File: config.mk
export PLATFORM = sky130hd
export DESIGN_NAME = mux_scan_sequencer
export DESIGN_NICKNAME = d
export VERILOG_FILES = /design/src/rtl/mux_scan_sequencer_pkg.sv /design/src/rtl/mux_scan_sequencer_dwell_timer.sv /design/src/rtl/mux_scan_sequencer.sv
export SDC_FILE = /design/constraint.sdc
export NUM_CORES = 1
export LEC_CHECK = 0
export CAP_MARGIN = 20
export CORE_MARGIN = 10
export CORE_UTILIZATION = 45
export DETAILED_ROUTE_END_ITERATION = 16
export GPL_TIMING_DRIVEN = 0
export PLACE_DENSITY = 0.71
export SLEW_MARGIN = 20
export SYNTH_ARGS = -nofsm -noshare
export SYNTH_HDL_FRONTEND = slang
export SYNTH_SLANG_ARGS = --single-unit
export TNS_END_PERCENT = 20
File: constraint.sdc
create_clock -name clk -period 3.7 [get_ports clk]
set_input_delay 0.925 -clock clk [delete_from_list [all_inputs] [get_ports clk]]
set_output_delay 0.925 -clock clk [all_outputs]
set_load 0.02 [all_outputs]
File: src/rtl/mux_scan_sequencer_pkg.sv
// Shared definitions for the mux scan sequencer.
//   state_e    : sequencer FSM states (ST_IDLE = 0, ST_SCAN = 1)
//   cnt_width  : dwell counter width, max(1, $clog2(dwell))
package mux_scan_sequencer_pkg;

  typedef enum logic {
    ST_IDLE = 1'b0,
    ST_SCAN = 1'b1
  } state_e;

  function automatic int cnt_width(input int dwell);
    return (dwell <= 2) ? 1 : $clog2(dwell);
  endfunction

endpackage

File: src/rtl/mux_scan_sequencer_dwell_timer.sv
// dwell_timer: counts cycles while enabled and flags the last cycle of
// each DWELL-cycle window.
//   clk  in  : clock, posedge
//   rst  in  : asynchronous active-high reset
//   en   in  : count enable; the count returns to 0 whenever en is low
//   tick out : high while enabled and cnt == DWELL-1
module dwell_timer
  import mux_scan_sequencer_pkg::*;
#(
  parameter int DWELL = 4
) (
  input  logic clk,
  input  logic rst,
  input  logic en,
  output logic tick
);

  localparam int CW = cnt_width(DWELL);
  localparam logic [CW-1:0] CNT_LAST = CW'(DWELL - 1);

  logic [CW-1:0] cnt_q;
  logic [CW-1:0] cnt_d;

  assign tick = en && (cnt_q == CNT_LAST);

  // With DWELL=1 CNT_LAST is 0, so tick fires every enabled cycle and the
  // count never leaves 0.
  always_comb begin
    cnt_d = cnt_q;
    if (!en || tick) begin
      cnt_d = '0;
    end else begin
      cnt_d = cnt_q + CW'(1);
    end
  end

  always_ff @(posedge clk or posedge rst) begin
    if (rst) begin
      cnt_q <= '0;
    end else begin
      cnt_q <= cnt_d;
    end
  end

endmodule

File: src/rtl/mux_scan_sequencer.sv
// mux_scan_sequencer: walks the select of a 2**SEL_W:1 mux through every
// channel, holding each for DWELL cycles, samples the mux output at the end
// of each dwell window and presents the assembled word with a 1-cycle valid.
//   clk   in  : clock, posedge
//   rst   in  : asynchronous active-high reset
//   start in  : begin a scan (level-sampled in IDLE only)
//   cont  in  : 1 = rescan back-to-back, 0 = one-shot
//   f     in  : mux output
//   s     out : mux select [SEL_W-1:0]
//   data  out : captured word [NCH-1:0], data[k] = f sampled while s == k
//   valid out : 1-cycle pulse when data updates
//   busy  out : high while a scan is in progress
module mux_scan_sequencer
  import mux_scan_sequencer_pkg::*;
#(
  parameter int SEL_W = 2,
  parameter int DWELL = 4
) (
  input  logic                clk,
  input  logic                rst,
  input  logic                start,
  input  logic                cont,
  input  logic                f,
  output logic [SEL_W-1:0]    s,
  output logic [2**SEL_W-1:0] data,
  output logic                valid,
  output logic                busy
);

  localparam int NCH = 2**SEL_W;
  localparam logic [SEL_W-1:0] S_LAST = SEL_W'(NCH - 1);

  state_e           state_q,  state_d;
  logic [SEL_W-1:0] s_q,      s_d;
  logic [NCH-1:0]   shadow_q, shadow_d;
  logic [NCH-1:0]   data_q,   data_d;
  logic             valid_q,  valid_d;
  logic             busy_q,   busy_d;
  logic             tick;

  dwell_timer #(.DWELL(DWELL)) u_timer (
    .clk  (clk),
    .rst  (rst),
    .en   (state_q == ST_SCAN),
    .tick (tick)
  );

  always_comb begin
    state_d  = state_q;
    s_d      = s_q;
    shadow_d = shadow_q;
    data_d   = data_q;
    valid_d  = 1'b0;
    busy_d   = busy_q;
    case (state_q)
      ST_IDLE: begin
        if (start) begin
          state_d = ST_SCAN;
          s_d     = '0;
          busy_d  = 1'b1;
        end
      end
      ST_SCAN: begin
        if (tick) begin
          shadow_d[s_q] = f;
          s_d           = s_q + SEL_W'(1);  // wraps to 0 after the last channel
          if (s_q == S_LAST) begin
            // The last bit bypasses the shadow so data is complete on this edge.
            data_d  = {f, shadow_q[NCH-2:0]};
            valid_d = 1'b1;
            if (!cont) begin
              state_d = ST_IDLE;
              busy_d  = 1'b0;
            end
          end
        end
      end
      default: begin
        state_d = ST_IDLE;
        busy_d  = 1'b0;
      end
    endcase
  end

  always_ff @(posedge clk or posedge rst) begin
    if (rst) begin
      state_q  <= ST_IDLE;
      s_q      <= '0;
      shadow_q <= '0;
      data_q   <= '0;
      valid_q  <= 1'b0;
      busy_q   <= 1'b0;
    end else begin
      state_q  <= state_d;
      s_q      <= s_d;
      shadow_q <= shadow_d;
      data_q   <= data_d;
      valid_q  <= valid_d;
      busy_q   <= busy_d;
    end
  end

  assign s     = s_q;
  assign data  = data_q;
  assign valid = valid_q;
  assign busy  = busy_q;

endmodule

Yosys cells after proc, flatten, opt, wreduce, memory -nomap -nowiden
Index checks and enable logic that the tools add are counted.
{"block": "word_totals", "register_bits": 15, "output_inout_bits": 8, "input_bits": 5}
{"block": "classes", "n_mux": 20, "magnitude_cmp": 2, "add_sub_neg": 2, "n_eq_ne": 6, "reduce_logical": 8, "bitwise": 1}
{"op": "$mux W1", "n": 12}
{"op": "$mux W2", "n": 3}
{"op": "$add A2 B1 Y2 const B", "n": 2}
{"op": "$bwmux W4", "n": 1}
{"op": "$eq A2 B2 Y1 const B", "n": 2}
{"op": "$ne A2 B1 Y1 const B", "n": 2}
{"op": "$ne A2 B2 Y1 const B", "n": 2}
{"op": "$pmux W1 S2", "n": 2}
{"op": "$pmux W2 S2", "n": 1}
{"op": "$reduce_and A2 Y1", "n": 2}
{"op": "$reduce_and A4 Y1", "n": 1}
{"op": "$lt A2 B3 Y1 const B", "n": 1}
{"op": "$reduce_and A3 Y1", "n": 1}
{"op": "$demux W1 S2", "n": 1}
{"op": "$ge A2 B1 Y1 const B", "n": 1}
{"op": "$logic_and A1 B1 Y1", "n": 2}
{"op": "$logic_not A1 Y1", "n": 1}
{"op": "$logic_or A1 B1 Y1", "n": 1}
{"op": "$not A1 Y1", "n": 1}

Depth between registers and ports, before layout
{"block": "depth", "word_depth": 5, "mapped_depth": 4, "mapped_depth_nobuf": 4}

Cells and area by module
From an unflattened synthesis, not the netlist that was laid out.
{"block": "unflattened", "hier_cells": 48, "hier_area_um2": 664.4}
{"mod": "mux_scan_sequencer", "seq_area_each_um2": 300.3, "n_inst": 1, "cells_per_inst": 41, "area_each_um2": 569.3}
{"mod": "dwell_timer", "seq_area_each_um2": 50.0, "n_inst": 1, "cells_per_inst": 7, "area_each_um2": 95.1}

Least setup slack after synthesis
No wires, ideal clock.
{"block": "synth_timing", "path_type": "input to register", "startpoint": "in cont", "endpoint": "reg state_q", "cell_stages": 2, "t_required_ps": 3575, "arrival_ps": 1325, "setup_slack_ps": 2250, "cell_sequence": "nand3b_1 -> mux2_2"}
{"block": "synth_between", "elab_chain_len": 4}
{"item": "from (decl)", "line_no": "mux_scan_sequencer.sv:22", "source": "input logic cont,"}
{"item": "$mux W1", "line_no": "mux_scan_sequencer.sv:71", "source": "if (!cont) begin"}
{"item": "$mux W1", "line_no": "mux_scan_sequencer.sv:67", "source": "if (s_q == S_LAST) begin"}
{"item": "$mux W1", "line_no": "mux_scan_sequencer.sv:64", "source": "if (tick) begin"}
{"item": "$pmux W1 S2", "line_no": "mux_scan_sequencer.sv:55", "source": "case (state_q)"}
{"item": "net state_d", "line_no": "mux_scan_sequencer.sv:33", "source": "state_e state_q, state_d;"}
{"item": "to (signal assigned)", "line_no": "mux_scan_sequencer.sv:94", "source": "state_q <= state_d;"}
{"item": "to (decl)", "line_no": "mux_scan_sequencer.sv:33"}
The timed path passes the listed nets, and every way through them passes these cells.
A chain may end at the register's enable or synchronous reset.

Worst setup path in the final report
{"block": "layout_timing", "startpoint": "reg s_q[0] (netlist: s[0])", "endpoint": "out s[0]"}
{"item": "from (decl)", "line_no": "mux_scan_sequencer.sv:34", "source": "logic [SEL_W-1:0] s_q, s_d;"}
{"item": "from (signal assigned)", "line_no": "mux_scan_sequencer.sv:88", "source": "s_q <= '0;"}
{"item": "from (signal assigned)", "line_no": "mux_scan_sequencer.sv:95", "source": "s_q <= s_d;"}
{"item": "to (decl)", "line_no": "mux_scan_sequencer.sv:24", "source": "output logic [SEL_W-1:0] s,"}
No word-level cell between the ends.

==> metrics.md <==
| Metric | Value |
|---|---|
| Status | `complete, no violations` |
| Rows | `13` |
| PostCTS Resize Cnt | `0` |
| Total wire length | `1053 um` |
| Setup total negative slack | `0 ns` |
| CP required | `2.77 ns` |
| Final setup margin | `1.395 ns` |
| Vias | `395` |
| HP Class | `register to register` |
| Post-Syn Area | `674.4 um2` |
| Routed len/inst | `13.50 um` |
| Clock slew at reported path FFs | `0.08 ns` |
| Max-slew violation count | `0` |
| # clock sinks | `14` |
| Placed Cells | `74` |
| I/O pin count | `13` |
| Die height | `58.71 um` |
| Vias in the first global route | `442` |
| # setup viols final | `0` |
| Routability cong. | `0.6866` |
| Total power | `around 0.7 mW` |
| Finished Layout Cells | `78` |
| Largest net degree at the start of global routing | `15` |
| Synthesized Nets | `57` |
| Congestion Overflow GR | `0` |
| Syn Inst Count | `47` |
| Max frequency | `433.8 MHz` |
| Least-Margin Pin Slew | `0.5162 ns` |
| Dpl hpwl | `809.3 um` |
| Port-buffer cells | `12` |
| CTS buffer count | `3` |
| Hold Vio Cnt, Final | `0` |
| CP bufs+invs | `1` |
| 1st-iter DRT viols | `0` |
| Initial antenna violation count | `0` |
| Final #Nets | `74` |
| Leak pwr | `0.4017 nW` |
| # diodes | `0` |
| Max FO, Critical Path | `6` |
| Arrival @ worst endpoint | `1.38 ns` |
| Hold_buf cts | `0` |
| Pre-CTS setup slack | `1.691 ns` |
| Synthesis-to-layout area growth | `25.97%` |
| Unrepaired setup endpoints after global routing | `false` |
| Max-Cap Viols | `0` |
| DR DRC count | `0` |
| Post-synthesis sequential area ratio | `between 50% and 60%` |
| CP cell instances | `clkdlybuf4s50_1` |
| DR pass1 iterations | `1` |
| H-tree depth | `1` |
| CTS tree | `done` |
| Final cycle utilization of the critical path | `62.30%` |
| Min Clock Period, post-route | `roughly 2.3 ns` |
| CP startpoint kind | `register` |
| Crit path max-delay family | `buffers and inverters` |
| Layout cells sized above 1 | `roughly 22%` |
| Antenna viol nets, final | `0` |
| Max incr delay on CP | `0.65 ns` |
| Clock latency at the later pin of the worst-skew pair | `0.27 ns` |
| CTS Root Cell | `clkbuf_4` |
| Slowest stage cell, crit path | `clkdlybuf4s50_1` |
| Most frequent cells in the layout | `dfrtp_1 (14), clkdlybuf4s50_1 (12), mux2_1 (5), ha_1 (5), inv_1 (4)` |
| Seq cells post-synth | `14` |
| Kind of critical path | `register to output port` |
| First-pass GRT wire length | `1932 um` |
| Pwr dens | `824.4 nW/um2` |
| Clock tree buffer depth | `2` |
| Commonest non-fill, non-tap cell in the layout | `dfrtp_1` |
| Relative slew slack | `65.55%` |
| Yosys Warn Count | `0` |
| Max rail drop VDD | `between 400 and 500 uV` |
| Total Routing Usage GR | `7.165%` |
| Post-synth cell types | `19` |
| Die W | `58.71 um` |
| Initial Util | `49.95%` |
| Worst setup EP type | `output port` |
| Syn Area/Cell | `14.35 um2` |
| Setup Skew | `0.003011 ns` |
| # Post-CTS Setup Buffers | `0` |
| Via density | `5.064` |
| Die area | `3447 um2` |
| Core Area | `1350 um2` |
## cells in the mapped netlist, drive strengths merged
cell type / number / share of area [%]
nand3b: 1 / 1.1
nor3b: 1 / 1.9
mux2: 8 / 14
buf: 2 / 3.3
a32o: 1 / 1.7
and3b: 1 / 1.3
nor2: 2 / 1.1
a22o: 1 / 1.3
xor2: 1 / 1.3
dfrtp: 14 / 52
nand3: 4 / 6.3
o2bb2ai: 1 / 1.3
inv: 4 / 2.2
mux2i: 1 / 1.5
ha: 5 / 9.3
## area by class of cell
cell class | instances | area, um2
Inverter | 4 | 15.01
Sequential cell | 14 | 350.3
Fill cell | 105 | 500.5
Multi-Input combinational cell | 27 | 286.5
Clock buffer | 4 | 36.28
Buffer | 2 | 22.52
Timing Repair Buffer | 12 | 120.1
Tap cell | 15 | 18.77
## report_power, final
part	switching, mW	total, mW	internal, mW
Combinational	0.147	0.325	0.178
Clock	0.0463	0.106	0.0598
Sequential	0.0460	0.269	0.223
## through the flow
stage                     hold WS, ns  cell area (um2)  util, %
after floorplan                0.4284            674.4        -
after global placement         0.4452            813.3    60.24
after detailed placement       0.4511            813.3    60.24
after CTS                      0.4713            849.6    62.93
after global routing           0.4832            849.6    62.93
final                          0.4674            849.6    62.93
## state kept, by name, summed over array words and instances, names as in the netlist
register,cells
busy,1
s,2
state_q,1
shadow_q,3
u_timer.cnt_q,2
data,4
valid,1
## per-layer routing
layer / global-route usage [%] / share of wire, %
met5: 0 / 0
met4: 1.967 / 0
met3: 6.009 / 14
met2: 10.93 / 42
met1: 7.284 / 43
## final timing paths
check	to	cells past startpoint	slack, ns	start
min in group asynchronous	u_timer.cnt_q[1]	2	0.98	rst
hold / removal	u_timer.cnt_q[0]	1	0.47	u_timer.cnt_q[0]
setup / recovery	s[0]	1	1.39	s[0]
max in group asynchronous	data[2]	2	2.38	rst
setup reg to reg	data[1]	4	2.37	u_timer.cnt_q[0]
hold reg to reg	u_timer.cnt_q[0]	1	0.47	u_timer.cnt_q[0]
## logic make-up after synthesis
| kind of cell | synth area share, % |
|---|---|
| xor gates and xnor gates | 1.299 |
| muxes | 15.95 |
| adders and majority gates | 9.276 |
| AOI/OAI and AO/OA | 4.268 |
| buffers and inverters | 5.565 |
| DFF | 51.95 |
| and+or+nand+nor | 11.69 |
Note: power is estimated with default switching activity, not from simulation.
